--- config.mk ---
export PLATFORM = sky130hd
export DESIGN_NAME = bg_layer_mixer
export DESIGN_NICKNAME = d
export VERILOG_FILES = /design/src/rtl/bg_layer_mixer.sv
export SDC_FILE = /design/constraint.sdc
export NUM_CORES = 1
export LEC_CHECK = 0
export BUFFER_PORTS_ARGS = -buffer_cell sky130_fd_sc_hd__buf_2
export CAP_MARGIN = 10
export CELL_PAD_IN_SITES_DETAIL_PLACEMENT = 2
export CELL_PAD_IN_SITES_GLOBAL_PLACEMENT = 2
export CORE_MARGIN = 2
export CORE_UTILIZATION = 37
export DETAILED_ROUTE_END_ITERATION = 12
export GPL_TIMING_DRIVEN = 1
export PLACE_DENSITY = 0.84
export RECOVER_POWER = 100
export SYNTH_ARGS = -nofsm -noshare
export SYNTH_HDL_FRONTEND = slang
export SYNTH_SLANG_ARGS = --single-unit
--- constraint.sdc ---
create_clock -name CLK_32M -period 3.29 [get_ports CLK_32M]
set_input_delay 0.329 -clock CLK_32M [delete_from_list [all_inputs] [get_ports CLK_32M]]
set_output_delay 0.329 -clock CLK_32M [all_outputs]
set_load 0.01 [all_outputs]
--- src/rtl/bg_layer_mixer.sv ---
// N-layer background compositor: picks the frontmost opaque layer using a vblank-committed priority order.
// Optional solo-layer debug register enabled by defining BG_LAYER_MIXER_SOLO_EN.

module bg_layer_mixer_lane #(
    parameter int COL_W = 4
) (
    input  logic             clk,
    input  logic             rst_n,
    input  logic             ce,
    input  logic             en,
    input  logic [3:0]       pix_bit,
    input  logic [COL_W-1:0] pix_col,
    input  logic             cp15,
    input  logic             cp8,
    output logic [3:0]       bit_q,
    output logic [COL_W-1:0] col_q,
    output logic             opq_q,
    output logic             pri_q
);
    logic [3:0]       bit_d;
    logic [COL_W-1:0] col_d;
    logic             opq_d;
    logic             pri_d;

    always_comb begin
        bit_d = bit_q;
        col_d = col_q;
        opq_d = opq_q;
        pri_d = pri_q;
        if (ce) begin
            bit_d = pix_bit;
            col_d = pix_col;
            opq_d = en & (|pix_bit);
            // CP8 only needs the upper colour half, not full opacity
            pri_d = (cp15 & en & (|pix_bit)) | (cp8 & pix_bit[3] & en);
        end
    end

    always_ff @(posedge clk or negedge rst_n) begin
        if (!rst_n) begin
            bit_q <= '0;
            col_q <= '0;
            opq_q <= 1'b0;
            pri_q <= 1'b0;
        end else begin
            bit_q <= bit_d;
            col_q <= col_d;
            opq_q <= opq_d;
            pri_q <= pri_d;
        end
    end
endmodule

module bg_layer_mixer #(
    parameter int          NUM_LAYERS = 3,
    parameter int          COL_W      = 4,
    parameter int          LAYER_W    = 3,
    parameter logic [7:0]  PRIO_ADDR  = 8'h98
) (
    input  logic                          CLK_32M,
    input  logic                          RESET_N,
    input  logic                          CE_PIX,
    input  logic [7:0]                    IO_A,
    input  logic [7:0]                    IO_DIN,
    input  logic                          IOWR,
    input  logic                          VBLANK,
    input  logic [NUM_LAYERS-1:0]         LAYER_EN,
    input  logic [4*NUM_LAYERS-1:0]       PIX_BIT,
    input  logic [COL_W*NUM_LAYERS-1:0]   PIX_COL,
    input  logic [NUM_LAYERS-1:0]         PIX_CP15,
    input  logic [NUM_LAYERS-1:0]         PIX_CP8,
    output logic [LAYER_W+COL_W+3:0]      PAL_IDX,
    output logic [LAYER_W-1:0]            OUT_LAYER,
    output logic                          OUT_OPAQUE,
    output logic                          P1L
);
    localparam int PAL_W = LAYER_W + COL_W + 4;

    logic [NUM_LAYERS-1:0][LAYER_W-1:0] pend_q, pend_d;
    logic [NUM_LAYERS-1:0][LAYER_W-1:0] act_q, act_d;
    logic                               vblank_q;
    logic                               vb_rise;

    logic [NUM_LAYERS-1:0][3:0]         bit_s1;
    logic [NUM_LAYERS-1:0][COL_W-1:0]   col_s1;
    logic [NUM_LAYERS-1:0]              opq_s1, pri_s1;
    logic [NUM_LAYERS-1:0]              solo_mask;
    logic [NUM_LAYERS-1:0]              opq_m;
    logic [NUM_LAYERS-1:0]              slot_opq;

    logic [PAL_W-1:0]   pal_idx_q, pal_idx_d;
    logic [LAYER_W-1:0] out_layer_q, out_layer_d;
    logic               out_opaque_q, out_opaque_d;
    logic               p1l_q, p1l_d;

    logic               found, any_vld;
    logic [LAYER_W-1:0] win_id, last_id, sel_id;
    logic [COL_W-1:0]   sel_col;
    logic [3:0]         sel_bit;

    logic unused_io;
    assign unused_io = &{1'b0, IO_DIN[7:LAYER_W]};

    assign vb_rise = VBLANK & ~vblank_q;

    genvar gi;
    generate
        for (gi = 0; gi < NUM_LAYERS; gi++) begin : g_lane
            bg_layer_mixer_lane #(.COL_W(COL_W)) u_lane (
                .clk     (CLK_32M),
                .rst_n   (RESET_N),
                .ce      (CE_PIX),
                .en      (LAYER_EN[gi]),
                .pix_bit (PIX_BIT[4*gi +: 4]),
                .pix_col (PIX_COL[COL_W*gi +: COL_W]),
                .cp15    (PIX_CP15[gi]),
                .cp8     (PIX_CP8[gi]),
                .bit_q   (bit_s1[gi]),
                .col_q   (col_s1[gi]),
                .opq_q   (opq_s1[gi]),
                .pri_q   (pri_s1[gi])
            );
        end
    endgenerate

    // Active order latches the pre-write pending value, so a write on the edge cycle waits a frame
    always_comb begin
        pend_d = pend_q;
        act_d  = act_q;
        if (vb_rise) act_d = pend_q;
        for (int k = 0; k < NUM_LAYERS; k++) begin
            if (IOWR && IO_A == 8'(int'(PRIO_ADDR) + k)) pend_d[k] = IO_DIN[LAYER_W-1:0];
        end
    end

    always_ff @(posedge CLK_32M or negedge RESET_N) begin
        if (!RESET_N) begin
            for (int k = 0; k < NUM_LAYERS; k++) begin
                pend_q[k] <= LAYER_W'(k);
                act_q[k]  <= LAYER_W'(k);
            end
            vblank_q <= 1'b0;
        end else begin
            pend_q   <= pend_d;
            act_q    <= act_d;
            vblank_q <= VBLANK;
        end
    end

`ifdef BG_LAYER_MIXER_SOLO_EN
    logic               solo_en_q, solo_en_d;
    logic [LAYER_W-1:0] solo_id_q, solo_id_d;

    always_comb begin
        solo_en_d = solo_en_q;
        solo_id_d = solo_id_q;
        if (IOWR && IO_A == 8'(int'(PRIO_ADDR) + NUM_LAYERS)) begin
            solo_en_d = IO_DIN[7];
            solo_id_d = IO_DIN[LAYER_W-1:0];
        end
        for (int j = 0; j < NUM_LAYERS; j++)
            solo_mask[j] = ~solo_en_q | (solo_id_q == LAYER_W'(j));
    end

    always_ff @(posedge CLK_32M or negedge RESET_N) begin
        if (!RESET_N) begin
            solo_en_q <= 1'b0;
            solo_id_q <= '0;
        end else begin
            solo_en_q <= solo_en_d;
            solo_id_q <= solo_id_d;
        end
    end
`else
    assign solo_mask = '1;
`endif

    assign opq_m = opq_s1 & solo_mask;

    always_comb begin
        for (int k = 0; k < NUM_LAYERS; k++) begin
            slot_opq[k] = 1'b0;
            for (int j = 0; j < NUM_LAYERS; j++)
                if (act_q[k] == LAYER_W'(j) && opq_m[j]) slot_opq[k] = 1'b1;
        end
    end

    // Priority scan: earliest valid opaque slot wins, else fall back to the last valid slot
    always_comb begin
        found   = 1'b0;
        any_vld = 1'b0;
        win_id  = '0;
        last_id = '0;
        for (int k = 0; k < NUM_LAYERS; k++) begin
            if (int'(act_q[k]) < NUM_LAYERS) begin
                any_vld = 1'b1;
                last_id = act_q[k];
                if (!found && slot_opq[k]) begin
                    found  = 1'b1;
                    win_id = act_q[k];
                end
            end
        end
        sel_id  = found ? win_id : last_id;
        sel_col = '0;
        sel_bit = '0;
        for (int j = 0; j < NUM_LAYERS; j++) begin
            if (sel_id == LAYER_W'(j)) begin
                sel_col = col_s1[j];
                sel_bit = bit_s1[j];
            end
        end

        pal_idx_d    = pal_idx_q;
        out_layer_d  = out_layer_q;
        out_opaque_d = out_opaque_q;
        p1l_d        = p1l_q;
        if (CE_PIX) begin
            pal_idx_d    = any_vld ? {sel_id, sel_col, (found ? sel_bit : 4'd0)} : '0;
            out_layer_d  = any_vld ? sel_id : '0;
            out_opaque_d = found;
            p1l_d        = ~|(pri_s1 & solo_mask);
        end
    end

    always_ff @(posedge CLK_32M or negedge RESET_N) begin
        if (!RESET_N) begin
            pal_idx_q    <= '0;
            out_layer_q  <= '0;
            out_opaque_q <= 1'b0;
            p1l_q        <= 1'b1;
        end else begin
            pal_idx_q    <= pal_idx_d;
            out_layer_q  <= out_layer_d;
            out_opaque_q <= out_opaque_d;
            p1l_q        <= p1l_d;
        end
    end

    assign PAL_IDX    = pal_idx_q;
    assign OUT_LAYER  = out_layer_q;
    assign OUT_OPAQUE = out_opaque_q;
    assign P1L        = p1l_q;
endmodule

## Yosys cells after proc, flatten, opt, wreduce, memory -nomap -nowiden

Index checks and enable logic that the tools add are counted.

- Bits in latches: 0
- Register bits: 65
- Memory bits (writable): 0
- Input bits: 54
- Memories kept: 0
- Word-level logic and storage cells: 119
- Bits in read-only memories: 0
- Output and inout bits: 16

- $mul: 0
- Magnitude comparators: 3
- Muxes and demuxes: 37
- Add/sub/neg operators: 0
- Shifts and indexed selects: 0
- Equal/unequal tests: 11
- Bitwise logic cells: 20
- Reduce and logical (&&, ||, !) cells: 25
- Div/mod/pow operators: 0

Operators by type and width:

| cell | count |
|---|---|
| $mux 3 | 11 |
| $mux 4 | 7 |
| $eq 8x8->1 const B | 3 |
| $mux 1 | 18 |
| $and 1x1->1 | 16 |
| $logic_and 1x1->1 | 14 |
| $eq 3x1->1 const B | 4 |
| $eq 3x2->1 const B | 4 |
| $logic_not 3->1 | 4 |
| $reduce_or 4->1 | 3 |
| $mux 11 | 1 |
| $lt 3x2->1 const B | 3 |
| $logic_not 1->1 | 3 |
| $or 1x1->1 | 3 |
| $reduce_or 3->1 | 1 |
| $not 1->1 | 1 |

## Longest topological paths before layout

Gate-level depths: netlist (run 1).

- Depth after elaboration: 22
- Mapped depth: 7
- Gate-level depth less buffers: 6

## By module

From an unflattened synthesis (run 1), not the netlist that was laid out.

- Cell total of the unflattened synthesis: 235
- Area total of the unflattened synthesis: 2902.8 µm²

By module, submodules not included:

| module | area an instance (µm²) | times used | seq. area each (µm²) | cells an instance |
|---|---|---|---|---|
| bg_layer_mixer | 1716.6 | 1 | 807.0 | 154 |
| bg_layer_mixer_lane | 395.4 | 3 | 250.2 | 27 |

## Worst setup path before layout (run 1)

OpenSTA, ideal clock, no wires.

- Path kind: flip-flop to flip-flop
- Start point: register act_q[0] in the netlist's numbering
- End point: register pal_idx_q[4], in the netlist PAL_IDX[4]
- Library setup time: 0.126 ns
- Required time: 3.164 ns
- Data arrival time: 1.620 ns
- Buffers on the path: 0
- Stages on the path, launching flop included: 7
- Period minus slack after synthesis: 1.746 ns
- Setup slack: 1.544 ns
- Path through: dfrtp_1 > mux2i_1 > o21ai_2 > a211oi_4 > o311a_2 > nor4b_4 > a221o_1

- Cells in the longest elaborated chain, start to end: 21
- Elaborated cells between the ends (all ways): 40
- Classes of those cells: order compare (1); eq/ne (4); mux (26); reduce/logical (9)

RTL lines:

| what | RTL line | source |
|---|---|---|
| from (decl) | 80 | `logic [NUM_LAYERS-1:0][LAYER_W-1:0] act_q, act_d;` |
| from (signal, indexed assignment) | 140 | `act_q[k] <= LAYER_W'(k);` |
| from (signal assigned) | 145 | `act_q <= act_d;` |
| $logic_not 3->1 | 184 | `if (act_q[k] == LAYER_W'(j) && opq_m[j]) slot_opq[k] = 1'b1;` |
| $logic_and 1x1->1 | 184 |  |
| $mux 1 (3 in a row) | 184 |  |
| $mux 1 | 198 | `if (!found && slot_opq[k]) begin` |
| $mux 1 | 195 | `if (int'(act_q[k]) < NUM_LAYERS) begin` |
| $logic_not 1->1 | 198 |  |
| $logic_and 1x1->1 | 198 |  |
| $mux 1 | 198 |  |
| $mux 1 | 195 |  |
| $logic_not 1->1 | 198 |  |
| $logic_and 1x1->1 | 198 |  |
| $mux 3 / $mux 1 (equally long branches) | 198 |  |
| $mux 3 / $mux 1 (equally long branches) | 195 |  |
| $mux 3 | 204 | `sel_id = found ? win_id : last_id;` |
| $logic_not 3->1 | 208 | `if (sel_id == LAYER_W'(j)) begin` |
| $mux 4 (3 in a row) | 208 |  |
| $mux 11 (*) | 219 | `pal_idx_d = any_vld ? {sel_id, sel_col, (found ? sel_bit : 4'd0)} : '0;` |
| to (signal assigned) | 233 | `pal_idx_q <= pal_idx_d;` |
| to (decl) | 91 | `logic [PAL_W-1:0] pal_idx_q, pal_idx_d;` |

Every way passes the cells marked *; elsewhere a longest branch is shown, timed or not.
A chain may end at the register's enable or synchronous reset.

## Worst setup path in the final report (run 1)

- Start point: register act_q[0] in the netlist's numbering
- End point: register pal_idx_q[6], in the netlist PAL_IDX[6]

The elaborated chain is that of the path after synthesis.

==> impl_metrics.py, run 1 <==
metrics = {
    "setup_path": {
        "critPathMaxFanout": 6,
        "r2r_cells": 6,
        "crit_required_ns": 3.52,
        "worstPathArrival_ns": 2.77,
        "worstSetupPathType": "reg -> reg",
        "worstSetupStartpointType": "register",
        "critical_path.endpoint_type": "register",
    },
    "cells_and_area": {
        "nFillCells": 804,
        "regArea_um2": 1558,
        "layout-drive-gt1-share_pct": 33.11,
        "multiInputGateArea_um2": 1129,
        "final_core_util_pct": 45.66,
        "num_antenna_cells": 0,
        "nNetsFinal": 351,
        "area.growth.synth_to_final_pct": 18.27,
    },
    "pwr": {
        "p_clk_share_pct": 33.9,
        "powerDensity_nw_per_um2": 527.1,
        "p_switching_mw": 0.5073,
        "power.leakage_nw": 1.519,
        "power_frac_seq_pct": 51.3,
        "p_sw_share_pct": 28.91,
        "combPwrFrac_pct": 14.8,
        "internal_power_mw": 1.248,
        "peakVddDrop_mv": 0.2687,
    },
    "clock_tree": {
        "htreeDepth": 3,
        "clk_latency_ns": 0.35,
        "cts_setup_buffers": 0,
        "cts_tree": "done",
        "clockRootBuffer": "clkbuf_8",
        "ctsResizeCount": 0,
        "clk_pin_slew_ns": 0.07,
        "clkSinkCount": 62,
        "cts_buffers": 9,
        "clockBufferDepth": 2,
        "hold_buffers": 0,
    },
    "routing": {
        "routed_wl_mm": 7.809,
        "drt_pass1_iterations": 4,
        "drc": 0,
        "avgViaCountPerCell": 5.347,
        "drt-wirelength-per-cell_um": 19.47,
        "vias": 2144,
        "antenna_violating_nets_post_route": 0,
        "drt-initial-drc-count": 106,
    },
    "sta": {
        "setup_viol": 0,
        "slew_violations": 63,
        "rsz0062_at_grt": "no",
        "worstMarginPinSlew_ns": 1.532,
        "setup_tns_ns": 0,
        "period_minus_slack_ns": 2.535,
        "hold_viol_final": 0,
        "min_period_over_period_pct": 77.06,
        "skew_ns": 0.007123,
        "max_freq_mhz": 394.4,
        "max_slew_margin_pct": -2.125,
    },
    "synth": {
        "yosysUniqueCellTypes": 49,
        "syn_area_um2": 2815,
        "synth.most_common_cell": "dfrtp_1",
        "synthArstFlopShare_pct": 100.0,
        "netlist_instances": 231,
        "yosys_warnings": 0,
        "ys_ff_latch": 62,
        "synth_top_flop_cell": "dfrtp_1",
        "syn_avg_cell_area_um2": 12.19,
        "ys_seq_area_share_pct": 55.33,
        "synth_commonest_cells": "dfrtp_1 (57), mux2_2 (31), nand2_1 (17)",
        "syn-num-nets": 285,
        "yosys.area.top_type": "dfrtp_1",
        "synth-edff-count": 0,
        "synth.top_cell.area_share_pct": 50.67,
        "synthTopCellsByArea": "dfrtp_1 (51%), mux2_2 (12%), dfstp_2 (4.7%), nand2_1 (2.3%), o21ai_0 (2.0%)",
    },
    "run_status": {
        "status": "finished, violations left",
        "failed_checks": "capacitance limit, slew limit",
    },
    "die": {
        "io_pins": 70,
        "initial_core_util_pct": 38.61,
        "core-area_um2": 7292,
        "die_area_um2": 8322,
        "die_h_um": 91.23,
        "die_w_um": 91.23,
        "core.rowCount": 31,
    },
    "grt": {
        "grt_usage_pct": 20.72,
        "grt_max_degree": 37,
        "grt.overflow.total": 0,
        "antenna_found_initial": 0,
        "grt_pass1_vias": 2439,
        "grt_pass1_wl_mm": 13.25,
    },
    "placement": {
        "place_congestion": 0.8571,
        "io_buffers": 64,
        "dpl.hpwl_mm": 5.829,
    },
    "min_path": {
        "holdPathStages": 1,
        "hold_class": "in -> reg",
    },
    "job": {
        "maxCapViolations": 2,
    },
}
## kinds of logic after synthesis
family	after synthesis	share of synthesized area, %
flip-flops	62	55.33
AO/OA/AOI/OAI	58	15.51
AND/OR/NAND/NOR	51	10.84
multiplexers	37	14.67
buffers and inverters	23	3.644
## flip-flops by register name, summed over array words and instances (netlist names)
signal               count
pend_q                   9
OUT_OPAQUE               1
act_q                    9
g_lane.u_lane.col_q     12
PAL_IDX                 11
g_lane.u_lane.pri_q      3
g_lane.u_lane.bit_q     12
g_lane.u_lane.opq_q      3
P1L                      1
vblank_q                 1
## metrics by stage
| stage | cell area [um2] | hold slack, ns | setup WS, ns | instances | total power, mW |
|---|---|---|---|---|---|
| 2_1_floorplan | 2815 | 0.03341 | 1.544 | 231 | 1.057 |
| 3_3_place_gp | 3217 | 0.3817 | 1.233 | 385 | 1.167 |
| 3_5_place_dp | 3217 | 0.3886 | 1.179 | 385 | 1.190 |
| 4_1_cts | 3385 | 0.01400 | 1.142 | 401 | 1.784 |
| 5_1_grt | 3329 | 0.09968 | 0.5663 | 401 | 1.844 |
| 6_report | 3329 | 0.09284 | 0.7548 | 401 | 1.755 |
## worst paths after layout
path / slack, ns / startpoint / to
setup / recovery: 0.75 / act_q[0] / PAL_IDX[6]
hold / removal: 0.09 / VBLANK / vblank_q
setup reg to reg: 0.75 / act_q[0] / PAL_IDX[6]
hold reg to reg: 0.45 / g_lane[2].u_lane.pri_q / P1L
max in group asynchronous: 1.37 / RESET_N / PAL_IDX[6]
min in group asynchronous: 0.33 / RESET_N / PAL_IDX[1]
## power groups by stage
stage          registers (mW)  clock network (mW)  logic, mW
2_1_floorplan           0.902                   0      0.154
6_report                0.901               0.595      0.260
3_5_place_dp            0.912                   0      0.277
3_3_place_gp            0.907                   0      0.260
4_1_cts                 0.900               0.604      0.279
5_1_grt                 0.911               0.641      0.292
## layout make-up
| class | instances | share of cell area (%) |
|---|---|---|
| Sequential cell | 62 | 46.79 |
| Multi-Input combinational cell | 146 | 33.90 |
| Timing Repair Buffer | 66 | 9.207 |
| Clock buffer | 12 | 4.359 |
| Tap cell | 99 | 3.720 |
| Inverter | 12 | 1.353 |
| Clock inverter | 4 | 0.6764 |
## placed cells by master (no fill, tap or decap), types with 3 or more instances in the layout
master,instances
mux2i_1,3
nand3_1,4
dfrtp_1,57
nor2_1,8
clkbuf_1,21
o221ai_1,4
a21oi_1,7
clkbuf_8,10
dfstp_2,4
mux2_2,29
o21ai_0,12
a22oi_1,7
nand2_1,17
clkinv_2,3
inv_1,11
buf_2,46
a221o_1,5
a22o_1,4
a21o_1,4
mux2_1,5
o2bb2ai_1,4
## worst max-delay path: stages, from the launching register on
cell and delay [ns]:
dfrtp_1 0.47, mux2i_1 0.25, o21ai_0 0.16, a211oi_1 0.66, a21oi_1 0.33, a22o_1 0.28, a221o_1 0.26
## per-layer routing
layer	track usage, %	part of all wire [%]	vias to the layer above
li1	-	-	988
met3	4.564	3.3	12
met5	0	0	-
met2	35.25	53	45
met1	25.99	43	1099
met4	7.197	1.6	0
Note: power is estimated with default switching activity, not from simulation.
==> run 2: changes to the inputs <==
--- a/config.mk
+++ b/config.mk
@@ -10,10 +10,10 @@
 export CELL_PAD_IN_SITES_DETAIL_PLACEMENT = 2
 export CELL_PAD_IN_SITES_GLOBAL_PLACEMENT = 2
 export CORE_MARGIN = 2
-export CORE_UTILIZATION = 37
+export CORE_UTILIZATION = 34
 export DETAILED_ROUTE_END_ITERATION = 12
 export GPL_TIMING_DRIVEN = 1
-export PLACE_DENSITY = 0.84
+export PLACE_DENSITY = 0.78
 export RECOVER_POWER = 100
 export SYNTH_ARGS = -nofsm -noshare
 export SYNTH_HDL_FRONTEND = slang
==> constraint.sdc (replaced) <==
create_clock -name CLK_32M -period 2.47 [get_ports CLK_32M]
set_input_delay 0.247 -clock CLK_32M [delete_from_list [all_inputs] [get_ports CLK_32M]]
set_output_delay 0.247 -clock CLK_32M [all_outputs]
set_load 0.01 [all_outputs]
==> run 2 against run 1 <==
Compared with the run above:
- the flow still finishes with violations (capacitance limit, slew limit)
- combinational power up 37%
- final area up 2.2%
- clock skew up 0.0013 ns
- maximum frequency up 18%
- clock power up 48%
- die area up 8.4%
- sequential cell count unchanged
- routed wire length down 3.7%
- sequential power up 32%
- critical endpoint is now PAL_IDX[4]
==> impl_metrics.py, run 2 (same netlist as run 1, synthesis figures left out) <==
metrics = {
    "pwr": {
        "power.leakage_nw": 1.548,
        "peakVddDrop_mv": 0.2596,
        "powerDensity_nw_per_um2": 714.2,
    },
    "die": {
        "io_pins": 70,
        "core-area_um2": 8134,
        "die_w_um": 95.00,
        "die_h_um": 95.00,
        "die_area_um2": 9024,
        "core.rowCount": 33,
        "initial_core_util_pct": 34.61,
    },
    "sta": {
        "period_minus_slack_ns": 2.153,
        "max_slew_margin_pct": -18.22,
        "setup_viol": 0,
        "setup_tns_ns": 0,
        "min_period_over_period_pct": 87.18,
        "hold_viol_final": 0,
        "rsz0062_at_grt": "no",
        "max_freq_mhz": 464.4,
        "skew_ns": 0.008403,
        "slew_violations": 70,
        "worstMarginPinSlew_ns": 1.773,
    },
    "setup_path": {
        "crit_required_ns": 2.74,
        "critPathMaxFanout": 7,
        "worstSetupStartpointType": "register",
        "worstSetupPathType": "reg -> reg",
        "worstPathArrival_ns": 2.43,
        "critical_path.endpoint_type": "register",
    },
    "placement": {
        "place_congestion": 0.7859,
        "io_buffers": 64,
        "post-place-cells": 391,
        "dpl.hpwl_mm": 5.507,
    },
    "routing": {
        "drc": 0,
        "antenna_violating_nets_post_route": 0,
        "drt-wirelength-per-cell_um": 18.43,
        "drt-initial-drc-count": 77,
        "routed_wl_mm": 7.518,
        "vias": 2125,
        "drt_pass1_iterations": 4,
        "avgViaCountPerCell": 5.208,
    },
    "clock_tree": {
        "clockBufferDepth": 2,
        "htreeDepth": 3,
        "cts_setup_buffers": 0,
        "hold_buffers": 1,
        "cts_tree": "done",
        "clk_pin_slew_ns": 0.06,
        "ctsResizeCount": 0,
        "clk_latency_ns": 0.35,
        "clkSinkCount": 62,
        "clockRootBuffer": "clkbuf_8",
        "cts_buffers": 9,
    },
    "grt": {
        "grt_usage_pct": 17.99,
        "grt.overflow.total": 0,
        "antenna_found_initial": 0,
        "grt_pass1_wl_mm": 12.01,
        "grt_max_degree": 41,
        "grt_pass1_vias": 2252,
    },
    "cells_and_area": {
        "finalNonFillerCells": 408,
        "layout_common_cells": "dfrtp_1 (57), buf_2 (46), mux2_2 (30), clkbuf_1 (20), nand2_1 (17)",
        "layout_commonest_cell": "dfrtp_1",
        "layout-drive-gt1-share_pct": 34.32,
        "nFillCells": 882,
        "area.growth.synth_to_final_pct": 20.84,
        "num_antenna_cells": 0,
        "nNetsFinal": 352,
    },
    "run_status": {
        "failed_checks": "capacitance limit, slew limit",
        "status": "finished, violations left",
    },
    "job": {
        "maxCapViolations": 2,
    },
    "min_path": {
        "hold_class": "in -> reg",
    },
}
run 2: stage by stage:
| step | util (%) | power (mW) | hold slack, ns | cell area, um2 | setup slack [ns] |
|---|---|---|---|---|---|
| after floorplan | - | 1.407 | -0.04859 | 2815 | 0.7237 |
| after global placement | 39.79 | 1.560 | 0.3304 | 3237 | 0.4960 |
| after detailed placement | 39.79 | 1.583 | 0.3401 | 3237 | 0.3902 |
| after CTS | 42.27 | 2.472 | 0.008168 | 3438 | 0.3752 |
| after global routing | 41.82 | 2.559 | 0.008636 | 3402 | 0.1236 |
| final | 41.82 | 2.430 | 0.01888 | 3402 | 0.3167 |
run 2: routing by layer:
layer	up-vias	part of all wire (%)	track usage, %
met5	-	0	0
met4	0	1.6	6.643
met3	12	3.0	3.671
met2	35	50	29.08
met1	1097	45	23.87
li1	981	-	-
run 2: layout make-up:
type | instances | area, um2 | share of cell area, %
clock inverter | 5 | 50.05 | 1.471
timing repair buffer | 67 | 331.6 | 9.746
clock buffer | 11 | 141.4 | 4.156
sequential | 62 | 1558 | 45.79
multi-input combinational | 146 | 1145 | 33.65
tap | 105 | 131.4 | 3.862
inverter | 12 | 45.04 | 1.324
run 2: path summary, 6_finish.rpt:
check                      slack, ns  cells after the start          to                    from
max                             0.32                      6  PAL_IDX[4]                act_q[3]
min                             0.02                      1    vblank_q                  VBLANK
max reg2reg                     0.32                      6  PAL_IDX[4]                act_q[3]
min reg2reg                     0.44                      1         P1L  g_lane[2].u_lane.pri_q
max in group asynchronous       0.60                      2  PAL_IDX[1]                 RESET_N
min in group asynchronous       0.88                      2   pend_q[1]                 RESET_N
run 2: where the power goes:
| group | internal (mW) | total (mW) | switching (mW) |
|---|---|---|---|
| Sequential | 1.12 | 1.19 | 0.0772 |
| Clock | 0.487 | 0.878 | 0.391 |
| Combinational | 0.166 | 0.357 | 0.191 |
| Total | 1.77 | 2.43 | 0.660 |
run 2: critical path: stages (launching register included):
cell and delay (ns):
dfstp_1 0.66, a21oi_1 0.17, nor4b_1 0.29, o22ai_1 0.16
a21oi_1 0.46, a22o_1 0.23, a221o_1 0.13
==> run 3: changes to the inputs <==
--- a/config.mk
+++ b/config.mk
@@ -7,10 +7,10 @@
 export LEC_CHECK = 0
 export BUFFER_PORTS_ARGS = -buffer_cell sky130_fd_sc_hd__buf_2
 export CAP_MARGIN = 10
-export CELL_PAD_IN_SITES_DETAIL_PLACEMENT = 2
-export CELL_PAD_IN_SITES_GLOBAL_PLACEMENT = 2
+export CELL_PAD_IN_SITES_DETAIL_PLACEMENT = 0
+export CELL_PAD_IN_SITES_GLOBAL_PLACEMENT = 1
 export CORE_MARGIN = 2
-export CORE_UTILIZATION = 34
+export CORE_UTILIZATION = 41
 export DETAILED_ROUTE_END_ITERATION = 12
 export GPL_TIMING_DRIVEN = 1
 export PLACE_DENSITY = 0.78
==> run 3 against run 2 <==
Compared with the run above:
- the run still ends with capacitance limit, slew limit left
- final area is 1.6% lower
- largest power group unchanged
- power is 5.2% lower
- highest routed layer unchanged
- clock power is 12% lower
- largest cell class unchanged
==> impl_metrics.py, run 3 (same netlist as run 1, synthesis figures left out) <==
metrics = {
    "die": {
        "initial_core_util_pct": 41.90,
        "core-area_um2": 6719,
        "die_h_um": 86.87,
        "die_w_um": 86.87,
        "io_pins": 70,
        "core.rowCount": 30,
        "die_area_um2": 7546,
    },
    "clock_tree": {
        "clockBufferDepth": 2,
        "clk_pin_slew_ns": 0.07,
        "cts_buffers": 9,
        "clkSinkCount": 62,
        "cts_tree": "done",
        "htreeDepth": 3,
        "clk_latency_ns": 0.35,
        "cts_setup_buffers": 0,
        "ctsResizeCount": 0,
        "hold_buffers": 1,
        "clockRootBuffer": "clkbuf_8",
    },
    "setup_path": {
        "critical_path.endpoint_type": "register",
        "cpMostUsedCell": "a21oi_1",
        "path_buf_inv": 0,
        "cpMaxStageDelayCell": "dfstp_1",
        "worstSetupPathType": "reg -> reg",
        "critPathMaxFanout": 7,
        "worstSetupStartpointType": "register",
        "cp_cell_sequence": "a21oi_1 > nor4b_1 > o22ai_1 > a21oi_1 > a22o_1 > a221o_1",
        "crit_path_max_incr_delay_ns": 0.64,
        "cpLargestDelayFamily": "compound AO/OA/AOI/OAI gates",
        "worstPathArrival_ns": 2.42,
        "crit_required_ns": 2.76,
    },
    "placement": {
        "dpl.hpwl_mm": 4.370,
        "dpl_cell_area_um2": 3201,
        "place_congestion": 0.8229,
        "place_ws_ns": 0.4440,
        "post-place-cells": 367,
        "io_buffers": 64,
    },
    "pwr": {
        "p_switching_mw": 0.6590,
        "powerDensity_nw_per_um2": 688.1,
        "power_frac_seq_pct": 51.6,
        "internal_power_mw": 1.644,
        "combPwrFrac_pct": 14.7,
        "power.leakage_nw": 1.528,
        "peakVddDrop_mv": 0.2982,
        "p_sw_share_pct": 28.61,
        "p_clk_share_pct": 33.7,
    },
    "sta": {
        "setup_tns_ns": 0,
        "min_period_over_period_pct": 86.18,
        "period_minus_slack_ns": 2.129,
        "setup_viol": 0,
        "worstMarginPinSlew_ns": 1.707,
        "skew_ns": 0.009785,
        "hold_viol_final": 0,
        "rsz0062_at_grt": "no",
        "max_slew_margin_pct": -13.82,
        "max_freq_mhz": 469.8,
        "worst_slack_ns": 0.3415,
        "slew_violations": 72,
    },
    "cells_and_area": {
        "nFillCells": 646,
        "area.growth.synth_to_final_pct": 18.89,
        "num_antenna_cells": 0,
        "nNetsFinal": 353,
        "multiInputGateArea_um2": 1145,
        "stdcell_area_um2": 3347,
        "layout_commonest_cell": "dfrtp_1",
        "layout_common_cells": "dfrtp_1 (57), buf_2 (47), mux2_2 (31), clkbuf_1 (19), nand2_1 (17)",
        "regArea_um2": 1558,
        "layout-drive-gt1-share_pct": 35.20,
        "finalNonFillerCells": 384,
    },
    "grt": {
        "grtUsageMet1_pct": 21.57,
        "grt_pass1_vias": 2045,
        "gr-usage-met2_pct": 27.27,
        "grt_usage_pct": 16.96,
        "antenna_found_initial": 0,
        "grt_pass1_wl_mm": 9.735,
        "use_met3_pct": 5.403,
        "grt_max_degree": 41,
        "grt-busiest-layer": "met2",
        "grt.overflow.total": 0,
    },
    "routing": {
        "drt-initial-drc-count": 81,
        "antenna_violating_nets_post_route": 0,
        "routed_wl_mm": 5.969,
        "drt_pass1_iterations": 6,
        "avgViaCountPerCell": 5.393,
        "vias": 2071,
        "drt-wirelength-per-cell_um": 15.54,
        "drc": 0,
    },
    "run_status": {
        "failed_checks": "capacitance limit, slew limit",
        "status": "finished, violations left",
    },
    "job": {
        "maxCapViolations": 2,
    },
    "min_path": {
        "hold_class": "in -> reg",
    },
}
==> run 3: changes by cell type in the layout (fill, tap and decap cells not counted), sizes merged <==
cell	before	now
buf	47	48
bufinv	1	0
clkbuf	30	28
clkinv	5	6
clkinvlp	0	2
==> run 3: final timing paths <==
check | cells after the start | start | to | slack [ns]
setup / recovery | 6 | act_q[3] | PAL_IDX[6] | 0.34
hold / removal | 1 | VBLANK | vblank_q | 0.02
setup reg to reg | 6 | act_q[3] | PAL_IDX[6] | 0.34
hold reg to reg | 1 | g_lane[1].u_lane.pri_q | P1L | 0.44
max in group asynchronous | 3 | RESET_N | pend_q[6] | 0.62
min in group asynchronous | 3 | RESET_N | g_lane[0].u_lane.bit_q[3] | 0.46
==> run 3: per-layer routing <==
layer / up-vias / wire length (um)
met5: - / 0
met4: 0 / 72
met3: 10 / 175
met2: 41 / 2928
met1: 1025 / 2792
li1: 995 / -
==> run 3: worst reg2reg max path, stage by stage, from the launching register on <==
cell	delay [ns]
dfstp_1	0.64
a21oi_1	0.16
nor4b_1	0.32
o22ai_1	0.17
a21oi_1	0.48
a22o_1	0.21
a221o_1	0.10
==> run 3: power groups by stage <==
| stage | registers (mW) | logic (mW) | clock network [mW] |
|---|---|---|---|
| final | 1.19 | 0.339 | 0.776 |
| after detailed placement | 1.21 | 0.354 | 0 |
| after global placement | 1.20 | 0.348 | 0 |
| after CTS | 1.19 | 0.356 | 0.791 |
| after global routing | 1.20 | 0.376 | 0.847 |
| after floorplan | 1.20 | 0.206 | 0 |
==> run 3: final cells by class <==
class | count | area share [%]
inverters | 12 | 1.346
flip-flops and latches | 62 | 46.54
repair buffers | 68 | 9.682
clock inverters | 7 | 1.533
clock buffers | 9 | 3.701
multi-input cells | 146 | 34.21
well taps | 80 | 2.991
==> run 3: metrics by stage <==
| stage | utilization (%) | total power [mW] | hold WS, ns |
|---|---|---|---|
| after floorplan | - | 1.407 | -0.04859 |
| after global routing | 49.81 | 2.425 | 0.009424 |
| after global placement | 47.64 | 1.552 | 0.3004 |
| after CTS | 50.39 | 2.335 | 0.01453 |
| after detailed placement | 47.64 | 1.560 | 0.3021 |
| final | 49.81 | 2.303 | 0.01906 |
